### config.mk
export PLATFORM = sky130hd
export DESIGN_NAME = rect_copy_controller
export DESIGN_NICKNAME = d
export VERILOG_FILES = /design/src/rtl/rect_copy_controller_pkg.sv /design/src/rtl/rect_copy_controller_addr_gen.sv /design/src/rtl/rect_copy_controller.sv
export SDC_FILE = /design/constraint.sdc
export NUM_CORES = 1
export LEC_CHECK = 0
export ABC_AREA = 1
export CAP_MARGIN = 20
export CELL_PAD_IN_SITES_DETAIL_PLACEMENT = 0
export CELL_PAD_IN_SITES_GLOBAL_PLACEMENT = 1
export CORE_ASPECT_RATIO = 0.8
export CORE_MARGIN = 1
export CORE_UTILIZATION = 31
export CTS_BUF_LIST = sky130_fd_sc_hd__clkbuf_2 sky130_fd_sc_hd__clkbuf_4 sky130_fd_sc_hd__clkbuf_8
export DETAILED_ROUTE_END_ITERATION = 7
export PLACE_DENSITY_LB_ADDON = 0.1
export SETUP_SLACK_MARGIN = 0.2
export SLEW_MARGIN = 20
export SYNTH_ARGS = -nofsm -noshare
export SYNTH_HDL_FRONTEND = slang
export SYNTH_HIERARCHICAL = 1
export SYNTH_SLANG_ARGS = --single-unit
### constraint.sdc
create_clock -name clk -period 1.8 [get_ports clk]
set_input_delay 0.36 -clock clk [delete_from_list [all_inputs] [get_ports clk]]
set_output_delay 0.36 -clock clk [all_outputs]
set_load 0.01 [all_outputs]
### src/rtl/rect_copy_controller_pkg.sv
`default_nettype none
// ============================================================================
//  Module   : rect_copy_controller_pkg
//  Purpose  : Shared constants and state encoding for the per-frame rect
//             copy sequencer that feeds the 64-rect gpu.
//  Revision : 1.0 - initial release
// ============================================================================
package rect_copy_controller_pkg;

    localparam int RECT_COUNT       = 64;
    localparam int RECT_COUNT_WIDTH = 6;
    localparam int ADDR_WIDTH       = 16;
    localparam int DATA_WIDTH       = 16;

    // Words fetched per rect (x, y, w, h, color) and gpu cycles spent per rect
    // (one READ_START cycle plus one cycle per word).
    localparam int RECT_WORDS       = 5;
    localparam int RECT_PHASES      = RECT_WORDS + 1;
    localparam int PHASE_WIDTH      = 3;

    typedef enum logic [2:0] {
        ST_IDLE    = 3'd0,
        ST_REQ     = 3'd1,
        ST_GPU_RST = 3'd2,
        ST_START   = 3'd3,
        ST_STREAM  = 3'd4,
        ST_DONE    = 3'd5
    } rcc_state_t;

endpackage
`default_nettype wire

### src/rtl/rect_copy_controller_addr_gen.sv
`default_nettype none
// ============================================================================
//  Module   : rect_copy_controller_addr_gen
//  Purpose  : Video RAM read pointer plus phase/rect counters that mirror the
//             gpu copy cadence. Flags the final phase of the final rect.
//  Revision : 1.0 - initial release
// ============================================================================
module rect_copy_controller_addr_gen
    import rect_copy_controller_pkg::*;
#(
    parameter int RECT_COUNT       = 64,
    parameter int RECT_COUNT_WIDTH = 6,
    parameter int ADDR_WIDTH       = 16
) (
    input  logic                  clk,
    input  logic                  reset,
    input  logic                  i_load,
    input  logic [ADDR_WIDTH-1:0] i_base,
    input  logic                  i_clear,
    input  logic                  i_step,
    output logic [ADDR_WIDTH-1:0] o_ptr,
    output logic                  o_last
);

    localparam logic [PHASE_WIDTH-1:0]      c_LAST_PHASE = PHASE_WIDTH'(RECT_PHASES - 1);
    localparam logic [RECT_COUNT_WIDTH-1:0] c_LAST_RECT  = RECT_COUNT_WIDTH'(RECT_COUNT - 1);

    logic [ADDR_WIDTH-1:0]       r_ptr;
    logic [PHASE_WIDTH-1:0]      r_phase;
    logic [RECT_COUNT_WIDTH-1:0] r_rect;

    // Pointer advances on the five word-address phases; the sixth phase only
    // rolls the phase counter over and bumps the rect index. Pointer wraps freely.
    always_ff @(posedge clk) begin
        if (reset) begin
            r_ptr   <= '0;
            r_phase <= '0;
            r_rect  <= '0;
        end else if (i_load) begin
            r_ptr   <= i_base;
            r_phase <= '0;
            r_rect  <= '0;
        end else if (i_clear) begin
            r_phase <= '0;
            r_rect  <= '0;
        end else if (i_step) begin
            if (r_phase == c_LAST_PHASE) begin
                r_phase <= '0;
                r_rect  <= r_rect + RECT_COUNT_WIDTH'(1);
            end else begin
                r_ptr   <= r_ptr + ADDR_WIDTH'(1);
                r_phase <= r_phase + PHASE_WIDTH'(1);
            end
        end
    end

    assign o_ptr  = r_ptr;
    assign o_last = (r_phase == c_LAST_PHASE) && (r_rect == c_LAST_RECT);

endmodule
`default_nettype wire

### src/rtl/rect_copy_controller.sv
`default_nettype none
// ============================================================================
//  Module   : rect_copy_controller
//  Purpose  : Per-frame sequencer: grabs the shared video RAM port, resets and
//             triggers the gpu, then streams 5 words per rect in gpu cadence.
//  Revision : 1.0 - initial release
// ============================================================================
module rect_copy_controller
    import rect_copy_controller_pkg::*;
#(
    parameter int RECT_COUNT       = 64,
    parameter int RECT_COUNT_WIDTH = 6,
    parameter int ADDR_WIDTH       = 16
) (
    input  logic                  clk,
    input  logic                  reset,
    input  logic                  frame_start,
    input  logic [ADDR_WIDTH-1:0] rect_base,
    output logic                  mem_req,
    input  logic                  mem_gnt,
    output logic [ADDR_WIDTH-1:0] mem_addr,
    input  logic [15:0]           mem_rdata,
    output logic                  gpu_reset,
    output logic                  copy_start,
    output logic [15:0]           gpu_din,
    output logic                  busy,
    output logic                  frame_done,
    output logic                  overrun
);

    rcc_state_t r_state;
    logic       r_mem_req;
    logic       r_gpu_rst_pulse;
    logic       r_copy_start;
    logic       r_busy;
    logic       r_frame_done;
    logic       r_overrun;

    logic       w_load;
    logic       w_clear;
    logic       w_step;
    logic       w_last;

    assign w_load  = (r_state == ST_IDLE) && frame_start;
    assign w_clear = (r_state == ST_START);
    assign w_step  = (r_state == ST_STREAM);

    rect_copy_controller_addr_gen #(
        .RECT_COUNT       (RECT_COUNT),
        .RECT_COUNT_WIDTH (RECT_COUNT_WIDTH),
        .ADDR_WIDTH       (ADDR_WIDTH)
    ) u_addr_gen (
        .clk     (clk),
        .reset   (reset),
        .i_load  (w_load),
        .i_base  (rect_base),
        .i_clear (w_clear),
        .i_step  (w_step),
        .o_ptr   (mem_addr),
        .o_last  (w_last)
    );

    // Frame sequencer; each output register is set on the transition into the
    // state where it must be visible, so outputs line up with the state.
    always_ff @(posedge clk) begin
        if (reset) begin
            r_state         <= ST_IDLE;
            r_mem_req       <= 1'b0;
            r_gpu_rst_pulse <= 1'b0;
            r_copy_start    <= 1'b0;
            r_busy          <= 1'b0;
            r_frame_done    <= 1'b0;
            r_overrun       <= 1'b0;
        end else begin
            r_gpu_rst_pulse <= 1'b0;
            r_copy_start    <= 1'b0;
            r_frame_done    <= 1'b0;
            // A new frame cannot be accepted until the DONE cycle has passed.
            if (frame_start && (r_state != ST_IDLE)) begin
                r_overrun <= 1'b1;
            end
            case (r_state)
                ST_IDLE: begin
                    if (frame_start) begin
                        r_state   <= ST_REQ;
                        r_mem_req <= 1'b1;
                        r_busy    <= 1'b1;
                    end
                end
                ST_REQ: begin
                    if (mem_gnt) begin
                        r_state         <= ST_GPU_RST;
                        r_gpu_rst_pulse <= 1'b1;
                    end
                end
                ST_GPU_RST: begin
                    r_state      <= ST_START;
                    r_copy_start <= 1'b1;
                end
                ST_START: begin
                    r_state <= ST_STREAM;
                end
                ST_STREAM: begin
                    if (w_last) begin
                        r_state      <= ST_DONE;
                        r_mem_req    <= 1'b0;
                        r_busy       <= 1'b0;
                        r_frame_done <= 1'b1;
                    end
                end
                ST_DONE: begin
                    r_state <= ST_IDLE;
                end
                default: begin
                    r_state <= ST_IDLE;
                end
            endcase
        end
    end

    assign mem_req    = r_mem_req;
    assign gpu_reset  = reset | r_gpu_rst_pulse;
    assign copy_start = r_copy_start;
    assign busy       = r_busy;
    assign frame_done = r_frame_done;
    assign overrun    = r_overrun;
    assign gpu_din    = mem_rdata;

endmodule
`default_nettype wire

* Word-level counts from Yosys, hierarchy flattened
Index checks and enable logic that the tools add are counted.
** Word-level totals
- Memories kept :: 0
- Bits in latches :: 0
- Register bits :: 33
- Word-level logic and storage cells :: 55
- Bits in read-only memories :: 0
- Input bits :: 36
- Memory bits (writable) :: 0
** Operators by class
- Shifts and indexed selects :: 0
- Mux-type cells :: 15
- Equal/unequal tests :: 11
- Add/sub/neg operators :: 3
- Bitwise operators :: 3
- $lt $le $gt $ge :: 0
- Reduce and logical (&&, ||, !) cells :: 14
- Divide/modulo/power cells :: 0
- Multipliers :: 0
** Operators with widths (count)
- $mux W16 :: 4
- $add A16 B1 Y16 const B :: 1
- $pmux W3 S5 :: 1
- $mux W3 :: 4
- $reduce_and A3 Y1 :: 3
- $add A6 B1 Y6 const B :: 1
- $eq A3 B2 Y1 const B :: 2
- $eq A3 B3 Y1 const B :: 2
- $eq A6 B6 Y1 const B :: 1
- $ne A2 B2 Y1 const B :: 3
- $mux W1 :: 5
- $ne A2 B1 Y1 const B :: 2
- $reduce_bool A2 Y1 :: 2
- $reduce_or A2 Y1 :: 2
- $add A3 B1 Y3 const B :: 1
- $eq A3 B1 Y1 const B :: 1
- $logic_and A1 B1 Y1 :: 3
- $logic_not A3 Y1 :: 1
- $reduce_bool A3 Y1 :: 1
- $reduce_or A3 Y1 :: 1
- $not A1 Y1 :: 2
- $pmux W1 S2 :: 1
- $reduce_and A2 Y1 :: 1
- $or A1 B1 Y1 :: 1

* Longest topological paths before layout
- Depth after elaboration :: 5
- Mapped depth :: 10
- Depth with buffers taken out :: 10

* Modules after synthesis
The synthesis kept the hierarchy.
** Modules (own cells, without submodules)
- rect_copy_controller_addr_gen :: area an instance 1492.7 um^2, times used 1, cells an instance 222
- rect_copy_controller :: area an instance 483.0 um^2, times used 1, cells an instance 63

* Least setup slack after synthesis
OpenSTA, ideal clock, no wires.
- Path kind :: register to register
- Start point :: reg r_state[1]
- End point :: reg u_addr_gen.r_rect[5]
- Stages on the path, launching flop included :: 11
- Data arrival time :: 1377 ps
- Required time :: 1684 ps
- Slack :: 307 ps
- Path buffers :: 0
- Clock period less this slack :: 1493 ps
- Library setup time :: 116 ps
- Cells stage by stage :: dfxtp_1 nor2_2 nand2_2 inv_2 nand2_2 nor3_4 nand2_2 nor2_2 nand2_1 o21ai_1 a21oi_1
** Between the ends
- Elaborated cells on any way between the ends :: 6
** RTL lines
- start, declared :: line rect_copy_controller.sv:31 : rcc_state_t r_state;
- start signal, assigned :: line rect_copy_controller.sv:67 : r_state <= ST_IDLE;
- start signal, assigned :: line rect_copy_controller.sv:85 : r_state <= ST_REQ;
- start signal, assigned :: line rect_copy_controller.sv:92 : r_state <= ST_GPU_RST;
- $eq A3 B3 Y1 :: line rect_copy_controller.sv:46 : assign w_step = (r_state == ST_STREAM);
- via w_step :: line rect_copy_controller.sv:41 : logic w_step;
- $reduce_and A2 Y1 (no line)
- end signal, assigned :: line rect_copy_controller_addr_gen.sv:49 : r_rect <= r_rect + RECT_COUNT_WIDTH'(1);
- end, declared :: line rect_copy_controller_addr_gen.sv:30 : logic [RECT_COUNT_WIDTH-1:0] r_rect;
The timed path passes the listed nets, and every way through them passes these cells.
A chain may end at the register's enable or synchronous reset.

* Worst setup path in the final report
- Start point :: in reset
- End point :: out gpu_reset
** Between the ends
- Cells in the longest elaborated chain, start to end :: 1
** RTL lines
- start, declared :: line rect_copy_controller.sv:16 : input logic reset,
- $or A1 B1 Y1 :: line rect_copy_controller.sv:122 : assign gpu_reset = reset | r_gpu_rst_pulse;
- end, declared :: line rect_copy_controller.sv:23 : output logic gpu_reset,
No other way between the ends.

==> results.cfg <==
[die]
ios = 74
row_count = 25
die_w_um = 91.3
coreArea_um2 = 6040
start_util_pct = 32.7
fp.dieH_um = 73.4
dieArea_um2 = 6700

[final_layout]
diodes = 0
fill_cells = 640
regArea_um2 = 683
final_area_um2 = 2660
drive_above_1_share_pct = 21.0
fin_nets = 370
final_util_pct = 44.0
multi_input_area_um2 = 1030
area_growth_syn_to_layout_pct = 34.5

[sta]
rsz0062_at_grt = true
skew_ns = 0.00501
min_period_ns = 1.58
max-slew-margin-rel_pct = 78.3
tns_ns = 0
fin_crit_sh_pct = 87.8
setup_violations = 0
slew_violations = 0
max_freq_ghz = 0.633
hold_viol = 0
worstMarginPinSlew_ns = 0.324

[power_and_ir_drop]
powerDensity_nw_per_um2 = 743
p_leak_nw = 1.20
finalPower_mw = 1.97
ir_drop_uv = 281

[synth]
yosysWarningCount = 6
synthTopCellsByArea = dfxtp_1, nand2_1, nor2_1, buf_4, inv_1
synth_edf_count = 0
ys.flop_type = dfxtp_1
ys_types = 35
ys_seq_area_share_pct = 33.4
async_flop_share_pct = 0
syn_area_per_cell_um2 = 6.93
synth_nets = 323
syn_area_um2 = 1980
yosysTopAreaCell = dfxtp_1
synth_top_area_share_pct = 33.4
synthesis.instances = 285
ys_ff_latch = 33

[cts]
clkTransAtPathRegs_ns = 0.07
cts_hold_buffers = 0
clock_sinks = 33
cts-buffers-inserted = 5
cts_tree = done
cts.path.max_buffers = 2
worstSkewPairLatency_ns = 0.28
cts_root_buffer = clkbuf_8
htreeDepth = 2

[setup_path]
cpPeakStageDelay_ns = 0.32
cp_max_fo = 2
path_buf_inv = 2
required_ns = 1.44
crit_family = buffers and inverters
path_class = in -> out
worstPathArrival_ns = 1.22
worst_setup_path_end_kind = output pin
slowest_stage = or2_2
start_kind = input pin
path_cells = clkdlybuf4s15_1, or2_2, dlygate4sd2_1

[grt]
grt_max_degree = 22
grt_overflow = 0
gr-usage-all-layers_pct = 15.9
grt_first_pass_wirelength_um = 8190
grt_pass1_vias = 1710
antenna_found_initial = 0

[job]
cap_violations = 0

[route]
vias_per_cell = 4.43
vias = 1834
drt-initial-drc-count = 84
drt-pass1-iter-count = 4
routed_wl_um = 4910
routedWlPerCell_um = 11.9
route.detailed.drc = 0
antenna_left = 0

[place]
io_buffers = 41
gp_congestion = 0.753
dpl_cell_area_um2 = 2430
post-dp-hpwl_um = 3650

[status]
run_status = finished clean

[hold_path]
hold_path.class = in -> reg
## sequential cells by signal, summed over array words and instances, names as in the netlist
name / flops
u_addr_gen/o_ptr: 16
u_addr_gen/r_rect: 6
r_state: 3
u_addr_gen/r_phase: 3
busy: 1
copy_start: 1
frame_done: 1
overrun: 1
r_gpu_rst_pulse: 1
## worst register-to-register path, cell delays in order (launching register included)
cell,delay [ns]
dfxtp_4,0.37
nor2_4,0.11
nand2_2,0.09
inv_4,0.10
nand2_2,0.08
nor3_4,0.20
nand2_2,0.07
nor2_2,0.10
nand2_1,0.08
o21ai_1,0.13
a21oi_1,0.05
## stage by stage
| stage | setup slack, ns | instances | hold WS [ns] |
|---|---|---|---|
| final | 0.219 | 414 | 0.445 |
| after global routing | 0.178 | 414 | 0.474 |
| after CTS | 0.202 | 411 | 0.466 |
| after detailed placement | -0.222 | 400 | 0.455 |
| after global placement | -0.240 | 400 | 0.451 |
| after floorplan | 0.307 | 285 | 0.445 |
## power by group
| part | internal [mW] | total, mW | switching (mW) |
|---|---|---|---|
| Combinational | 0.256 | 0.494 | 0.238 |
| Sequential | 0.789 | 0.855 | 0.0661 |
| Clock | 0.346 | 0.624 | 0.279 |
## logic make-up after synthesis
family / count (synthesis) / share of synthesized area (%)
compound gates: 42 / 12.2
fa+ha+maj: 2 / 1.27
simple gates: 140 / 33.6
buf+inv: 60 / 15.9
xor+xnor: 8 / 3.55
flops: 33 / 33.4
## area by class of cell
| type | instances | area share [%] |
|---|---|---|
| clock inverters | 1 | 0.188 |
| inverters | 38 | 5.65 |
| flip-flops and latches | 33 | 25.7 |
| clock buffers | 7 | 3.63 |
| well taps | 81 | 3.82 |
| multi-input cells | 192 | 38.8 |
| repair buffers | 62 | 22.2 |
## synthesized netlist by cell type, types with 3 or more instances
cell type,instances
nand2_1,57
nor2_1,39
dfxtp_1,33
inv_1,33
nand3_1,22
buf_4,17
a21oi_1,15
o21ai_0,12
a31oi_1,6
nor3_1,4
xnor2_1,4
xor2_1,4
inv_2,3
nand2_2,3
nand3_2,3
nor2_2,3
o21bai_1,3
## routing by layer
metal  vias up  part of all wire, %  track usage [%]
met2        41                   39             22.7
li1        989                    -                -
met4         0                 0.90             4.76
met3         9                  5.4             3.73
met5         -                    0                0
met1       795                   54             23.4
## worst paths after layout
path	start	end	slack [ns]	cells past startpoint
max	reset	gpu_reset	0.22	3
min	frame_start	overrun	0.45	3
max reg2reg	r_state[0]	u_addr_gen/r_rect[5]	0.31	10
min reg2reg	overrun	overrun	0.46	2
## cell usage in the layout, fill, tap and decap left out, drive strengths merged
| cell | synthesis | routed |
|---|---|---|
| inv | 37 | 37 |
| dfxtp | 33 | 33 |
| nand3 | 26 | 26 |
| clkinv | 1 | 2 |
| nand4 | 1 | 1 |
| o21ai | 14 | 14 |
| or2 | 1 | 1 |
| clkdlybuf4s15 | 0 | 1 |
| nand2 | 61 | 61 |
| clkdlybuf4s50 | 0 | 24 |
| xor2 | 4 | 4 |
| a22oi | 1 | 1 |
| o21bai | 3 | 3 |
| a21oi | 16 | 16 |
| nor3 | 7 | 7 |
| dlygate4sd2 | 0 | 5 |
| a31oi | 6 | 6 |
| ha | 2 | 2 |
| dlymetal6s2s | 0 | 11 |
| buf | 21 | 21 |
| xnor2 | 4 | 4 |
| a211oi | 2 | 2 |
| nor2 | 44 | 44 |
| clkbuf | 0 | 7 |
## timing repair
action                     in CTS  in global routing
pin swaps                       1                  4
setup buffers                   3                  3
gates resized for setup        21                 23
setup endpoints to repair      25                 33
(Power assumes the default switching activity.)
